File: src/rtl/cpu_pkg.sv
// Shared definitions for the control sequencer: control-word field bits,
// the six control-word constants, the 4-bit state encoding and the
// instruction class/subop codes.
package cpu_pkg;

    localparam int CW_BITS = 16;

    // Control-word fields touched by the memory words
    localparam int CWB_EAB_ABUS = 12;  // eab <- abus
    localparam int CWB_PC_ABUS  = 11;  // pc  <- abus
    localparam int CWB_DI_EDB   = 10;  // di  <- edb

    localparam logic [CW_BITS-1:0] CW_NOP   = 16'h0000;
    localparam logic [CW_BITS-1:0] CW_FETCH = 16'h5801;
    localparam logic [CW_BITS-1:0] CW_ALU   = 16'hC1A0;
    localparam logic [CW_BITS-1:0] CW_WB    = 16'h01A0;
    localparam logic [CW_BITS-1:0] CW_MRD   = 16'h1600;
    localparam logic [CW_BITS-1:0] CW_JMP   = 16'h0C00;

    typedef enum logic [3:0] {
        ST_IDLE   = 4'd0,
        ST_FETCH  = 4'd1,
        ST_DECODE = 4'd2,
        ST_ALU    = 4'd3,
        ST_WB     = 4'd4,
        ST_MRD    = 4'd5,
        ST_JMPS   = 4'd6,
        ST_RETIRE = 4'd7,
        ST_HALT   = 4'd8,
        ST_FAULT  = 4'd9
    } state_t;

    // ire[7:6] class; class 11 is the system class, further split by subop
    localparam logic [1:0] CLS_SYS  = 2'b11;
    localparam logic [1:0] SUB_NOP  = 2'b00;
    localparam logic [1:0] SUB_LOAD = 2'b01;
    localparam logic [1:0] SUB_JMP  = 2'b10;
    localparam logic [1:0] SUB_HALT = 2'b11;

    // States that drive a memory request and wait for mem_ack
    function automatic logic is_mem_state(input state_t s);
        return (s == ST_FETCH) || (s == ST_MRD) || (s == ST_JMPS);
    endfunction

endpackage

File: src/rtl/ctrl_sequencer_mem_wait_timer.sv
// Memory wait timer: counts cycles spent in a request state without mem_ack.
// Ports:
//   clk1, reset : clock, async active-high reset
//   clr         : clear the count (outside request states, or on ack)
//   en          : count this cycle (in request state, no ack)
//   timeout     : this un-acked cycle is the MEM_TMO-th one
module mem_wait_timer #(
    parameter int MEM_TMO = 15
) (
    input  logic clk1,
    input  logic reset,
    input  logic clr,
    input  logic en,
    output logic timeout
);

    localparam logic [7:0] TMO_LAST = 8'(MEM_TMO - 1);

    logic [7:0] wait_cnt;

    always_ff @(posedge clk1 or posedge reset) begin
        if (reset)
            wait_cnt <= 8'd0;
        else if (clr)
            wait_cnt <= 8'd0;
        else if (en)
            wait_cnt <= wait_cnt + 8'd1;
    end

    // Fires on the cycle whose increment would make wait_cnt reach MEM_TMO,
    // so the FSM leaves after exactly MEM_TMO un-acked cycles. en already
    // excludes mem_ack, which is how an ack on that same cycle wins.
    assign timeout = en && (wait_cnt == TMO_LAST);

endmodule

File: src/rtl/ctrl_sequencer.sv
// Microsequencer feeding the datapath execution unit. Decodes ire and issues
// one registered control word per clk1 cycle, running fetch/decode/execute/
// writeback plus the memory req/ack handshake (NOP words while waiting).
// Ports:
//   clk1, reset : clock, async active-high reset
//   run         : start next instruction at a boundary (IDLE/RETIRE)
//   ire         : instruction byte, sampled in DECODE only
//   mem_ack     : memory done with current request
//   cword       : registered control word (value for the state being entered)
//   mem_req     : memory request, held until ack
//   halted      : in HALT
//   fault       : sticky memory timeout
//   state_dbg   : current state encoding
//   instr_cnt   : retired-instruction count, wrapping
module ctrl_sequencer
    import cpu_pkg::*;
#(
    parameter int CW_W    = 16,
    parameter int MEM_TMO = 15,
    parameter int CNT_W   = 16
) (
    input  logic             clk1,
    input  logic             reset,
    input  logic             run,
    input  logic [7:0]       ire,
    input  logic             mem_ack,
    output logic [CW_W-1:0]  cword,
    output logic             mem_req,
    output logic             halted,
    output logic             fault,
    output logic [3:0]       state_dbg,
    output logic [CNT_W-1:0] instr_cnt
);

    state_t          state, state_nxt;
    logic [CW_W-1:0] cw_nxt;
    logic            in_req, tmo;

    // Register fields are consumed by the datapath, not the sequencer
    logic unused_ire;
    assign unused_ire = ^{ire[5:4], ire[1:0]};

    assign in_req = is_mem_state(state);

    mem_wait_timer #(.MEM_TMO(MEM_TMO)) u_timer (
        .clk1    (clk1),
        .reset   (reset),
        .clr     (!in_req || mem_ack),
        .en      (in_req && !mem_ack),
        .timeout (tmo)
    );

    always_ff @(posedge clk1 or posedge reset) begin
        if (reset)
            state <= ST_IDLE;
        else
            state <= state_nxt;
    end

    always_comb begin
        state_nxt = state;
        cw_nxt    = CW_NOP;
        case (state)
            ST_IDLE:   if (run) state_nxt = ST_FETCH;
            ST_FETCH:  if (mem_ack) state_nxt = ST_DECODE;
                       else if (tmo) state_nxt = ST_FAULT;
            ST_DECODE: begin
                if (ire[7:6] != CLS_SYS)
                    state_nxt = ST_ALU;
                else begin
                    case (ire[3:2])
                        SUB_NOP:  state_nxt = ST_RETIRE;
                        SUB_LOAD: state_nxt = ST_MRD;
                        SUB_JMP:  state_nxt = ST_JMPS;
                        default:  state_nxt = ST_HALT;
                    endcase
                end
            end
            ST_ALU:    state_nxt = ST_WB;
            ST_WB:     state_nxt = ST_RETIRE;
            ST_MRD:    if (mem_ack) state_nxt = ST_WB;
                       else if (tmo) state_nxt = ST_FAULT;
            ST_JMPS:   if (mem_ack) state_nxt = ST_RETIRE;
                       else if (tmo) state_nxt = ST_FAULT;
            ST_RETIRE: state_nxt = run ? ST_FETCH : ST_IDLE;
            ST_HALT:   state_nxt = ST_HALT;
            ST_FAULT:  state_nxt = ST_FAULT;
            default:   state_nxt = ST_IDLE;
        endcase

        // Outputs are registered, so select them from the state being entered
        case (state_nxt)
            ST_FETCH: cw_nxt = CW_FETCH;
            ST_ALU:   cw_nxt = CW_ALU;
            ST_WB:    cw_nxt = CW_WB;
            ST_MRD:   cw_nxt = CW_MRD;
            ST_JMPS:  cw_nxt = CW_JMP;
            default:  cw_nxt = CW_NOP;
        endcase
    end

    always_ff @(posedge clk1 or posedge reset) begin
        if (reset) begin
            cword     <= '0;
            mem_req   <= 1'b0;
            halted    <= 1'b0;
            fault     <= 1'b0;
            instr_cnt <= '0;
        end else begin
            cword   <= cw_nxt;
            mem_req <= is_mem_state(state_nxt);
            halted  <= (state_nxt == ST_HALT);
            // FAULT only exits via reset, so this stays set once taken
            fault   <= (state_nxt == ST_FAULT);
            // RETIRE always lasts one cycle: count once on entry
            if (state_nxt == ST_RETIRE)
                instr_cnt <= instr_cnt + 1'b1;
        end
    end

    assign state_dbg = state;

endmodule

File: config.mk
export PLATFORM = sky130hd
export DESIGN_NAME = ctrl_sequencer
export DESIGN_NICKNAME = d
export VERILOG_FILES = /design/src/rtl/cpu_pkg.sv /design/src/rtl/ctrl_sequencer_mem_wait_timer.sv /design/src/rtl/ctrl_sequencer.sv
export SDC_FILE = /design/constraint.sdc
export NUM_CORES = 1
export LEC_CHECK = 0
export ABC_CLOCK_PERIOD_IN_PS = 7990
export CORE_AREA = 3 3 94 51
export CTS_BUF_LIST = sky130_fd_sc_hd__clkbuf_4 sky130_fd_sc_hd__clkbuf_8 sky130_fd_sc_hd__clkbuf_16
export DETAILED_ROUTE_END_ITERATION = 10
export DIE_AREA = 0 0 97 54
export PLACE_DENSITY = 0.84
export SETUP_SLACK_MARGIN = 0.15
export SLEW_MARGIN = 20
export SYNTH_ARGS = -nofsm -noshare
export SYNTH_HDL_FRONTEND = slang
export SYNTH_HIERARCHICAL = 1
export SYNTH_SLANG_ARGS = --single-unit
File: constraint.sdc
create_clock -name clk1 -period 7.99 [get_ports clk1]
set_clock_uncertainty 0.15 [all_clocks]
set_input_delay 2.397 -clock clk1 [delete_from_list [all_inputs] [get_ports clk1]]
set_output_delay 2.397 -clock clk1 [all_outputs]
set_load 0.005 [all_outputs]
==> impl_metrics.ini <==
[critical_path]
rr_endpoint = cword[8]$_DFF_PP0_
path_cells = clkdlybuf4s50_1 -> a211o_1 -> inv_1 -> nand4_1 -> nor2_1 -> nor2_1 -> a221oi_2 -> a211oi_4 -> inv_4 -> nand2_2 -> mux2_4
crit_path_start_kind = input pin
cpPeakStageDelay_ns = 0.66
required_ns = 8.01
arrival_ns = 5.26
path_class = in -> reg
crit_path_end_kind = flop
crit_start = mem_ack
worstReg2RegStart = state_dbg[2]$_DFF_PP0_
slowest_stage = a211oi_4
crit_family = compound AO/OA/AOI/OAI gates
ff2ff_path_depth = 10
path_buf_inv = 3
cp_max_fo = 14
rrSetupSlack_ns = 4.45
path_common_cell = nor2_1

[clock_tree]
cts_tree = built
postCtsSetupRepairBufs = 0
h-tree-depth = 2
cts_sinks = 39
clockBufferDepth = 2
clkLatencyLatePin_ns = 0.29
root_buffer = clkbuf_8
cts_resized = 0
cts_made_buffers = 5
hold_buffers = 0
clk_pin_slew_ns = 0.08

[timing]
setup_tns_ns = 0
tightest_slew_ns = 0.703
rsz0062_at_grt = false
max_freq_mhz = 191
period_minus_slack_ns = 5.24
setup_viol = 0
slew_headroom_pct = 53.0
hold_viol = 0
drv_slew = 0
fin_crit_sh_pct = 65.6
hold_ws_ns = 0.316

[pwr]
power.density_mw_per_mm2 = 130
power_w = 0.000343
irDropWorstVdd_mv = 0.0630
p_comb_share_pct = 4.1
clkPwrFrac_pct = 38.4
p_sw_w = 0.0000763
cellLeakagePower_nw = 1.13
p_seq_share_pct = 57.5
netSwitchingFraction_pct = 22.2
p_int_w = 0.000267

[global_route]
grt_pass1_wl_um = 6840
grt_usage_pct = 16.4
overflow = 0
grt_pass1_vias = 1474
antenna_found_initial = 0
grt_max_degree = 32

[placement]
port_buffers = 40
hpwl_um = 2980
place_congestion = 0.776
postPlaceCellArea_sq_mm = 0.00255

[floorplanning]
start_util_pct = 55.1
coreArea_sq_mm = 0.00394
die_area_sq_mm = 0.00524
fp-row-count = 16
io_pins = 51
dieWidth_um = 97
die_h_um = 54

[cells_and_area]
fin_util_pct = 66.9
syn_to_final_growth_pct = 21.4
mostFrequentLayoutCell = clkdlybuf4s50_1
design_area_sq_mm = 0.00264
n_antenna_cell = 0
fillCellCount = 309
final_cell_mix = 40 x clkdlybuf4s50_1, 39 x dfrtp_1, 16 x nor2_1, 11 x nand3_1, 10 x xnor2_1
nNetsFinal = 249
drive_gt1_share_pct = 16.2

[routing]
drc = 0
num_vias = 1544
vias_per_cell = 5.34
drt_iter0_markers = 82
detail_route.wl_per_cell_um = 14.1
drtPass1Iterations = 4
final_antenna_net_count = 0
routed_wl_um = 4080

[yosys]
synth_edf_count = 0
async_flop_share_pct = 100
syn_area_sq_mm = 0.00217
synth.distinct_cells = 57
synth-seq-cells = 39
yosys_warnings = 6
avgSynthCellArea_sq_um = 11.0
ys_seq_area_share_pct = 44.9
synth_ff_type = dfrtp_1
synthCells = 197

[hold_path]
min-delay-path-class = reg -> reg
worst_hold_path.num_cells = 1
hold-path-endpoint = instr_cnt[15]$_DFFE_PP0N_
hold_path_startpoint = instr_cnt[15]$_DFFE_PP0N_

[run]
max_cap_violations = 0

[run_status]
status = finished clean
[per-layer routing]
layer,global-route usage (%),vias up,part of all wire (%)
met5,0,-,0
met4,4.20,0,0.64
met3,3.62,5,3.8
met2,30.8,29,52
met1,19.8,749,44
li1,-,761,-
[kinds of logic after synthesis]
family / share of synthesized area (%)
AND/OR/NAND/NOR: 27.2
flip-flops: 44.9
AO/OA/AOI/OAI: 10.2
buffers and inverters: 6.97
XOR/XNOR: 7.66
adder cells (fa/ha/maj): 1.73
multiplexers: 1.15
other: 0.173
[Yosys cell counts, types with 2 or more instances]
cell type / count / share of area [%]
dfrtp_1: 39 / 45
nor2_1: 16 / 2.8
buf_4: 11 / 3.8
nand3_1: 11 / 2.5
xnor2_1: 10 / 4.0
xor2_1: 9 / 3.6
nand2_1: 8 / 1.4
nand4_1: 8 / 2.3
inv_1: 7 / 1.2
a21oi_1: 5 / 1.2
and3_1: 5 / 1.4
nor4_2: 5 / 2.9
nand2b_1: 4 / 1.2
o21ai_0: 4 / 0.92
ha_1: 3 / 1.7
nor4b_2: 3 / 2.1
a221oi_2: 2 / 1.4
and4_1: 2 / 0.81
buf_2: 2 / 0.46
buf_6: 2 / 1.0
nand4b_4: 2 / 2.2
nor2b_1: 2 / 0.58
or3_1: 2 / 0.58
or3_2: 2 / 0.69
[final cells by class]
type,instances,area (sq um),share of cell area [%]
sequential,39,976,37.0
tap,54,67.6,2.56
clock inverter,2,12.5,0.474
timing repair buffer,41,408,15.5
clock buffer,6,76.3,2.89
inverter,8,32.5,1.23
multi-input combinational,139,1060,40.4
[state kept, by name (all words and copies together) (netlist names)]
name and count:
instr_cnt 16, cword 8, u_timer/wait_cnt 8, state_dbg 4
fault 1, halted 1, mem_req 1
[how the worst max path moves through the flow]
stage,endpoint,slack [ns],cells past startpoint
2_1_floorplan,cword[8]$_DFF_PP0_,3.51,10
6_report,instr_cnt[1]$_DFFE_PP0N_,2.75,11
3_3_place_gp,instr_cnt[1]$_DFFE_PP0N_,2.51,11
3_5_place_dp,instr_cnt[1]$_DFFE_PP0N_,2.47,11
5_1_grt,cword[8]$_DFF_PP0_,2.48,10
4_1_cts,instr_cnt[1]$_DFFE_PP0N_,2.76,11
[power by group through the flow]
stage	combinational [W]	sequential, W	clock (W)
finish	0.0000141	0.000197	0.000132
global route	0.0000157	0.000197	0.000145
CTS	0.0000143	0.000197	0.000134
detailed placement	0.0000142	0.000201	0
global placement	0.0000139	0.000201	0
floorplan	0.00000947	0.000201	0
[per-stage QoR]
step | worst slack (ns) | instances
after floorplan | 3.51 | 202
after global placement | 2.51 | 281
after detailed placement | 2.47 | 281
after CTS | 2.76 | 289
after global routing | 2.48 | 289
final | 2.75 | 289
(Power assumes the default switching activity.)
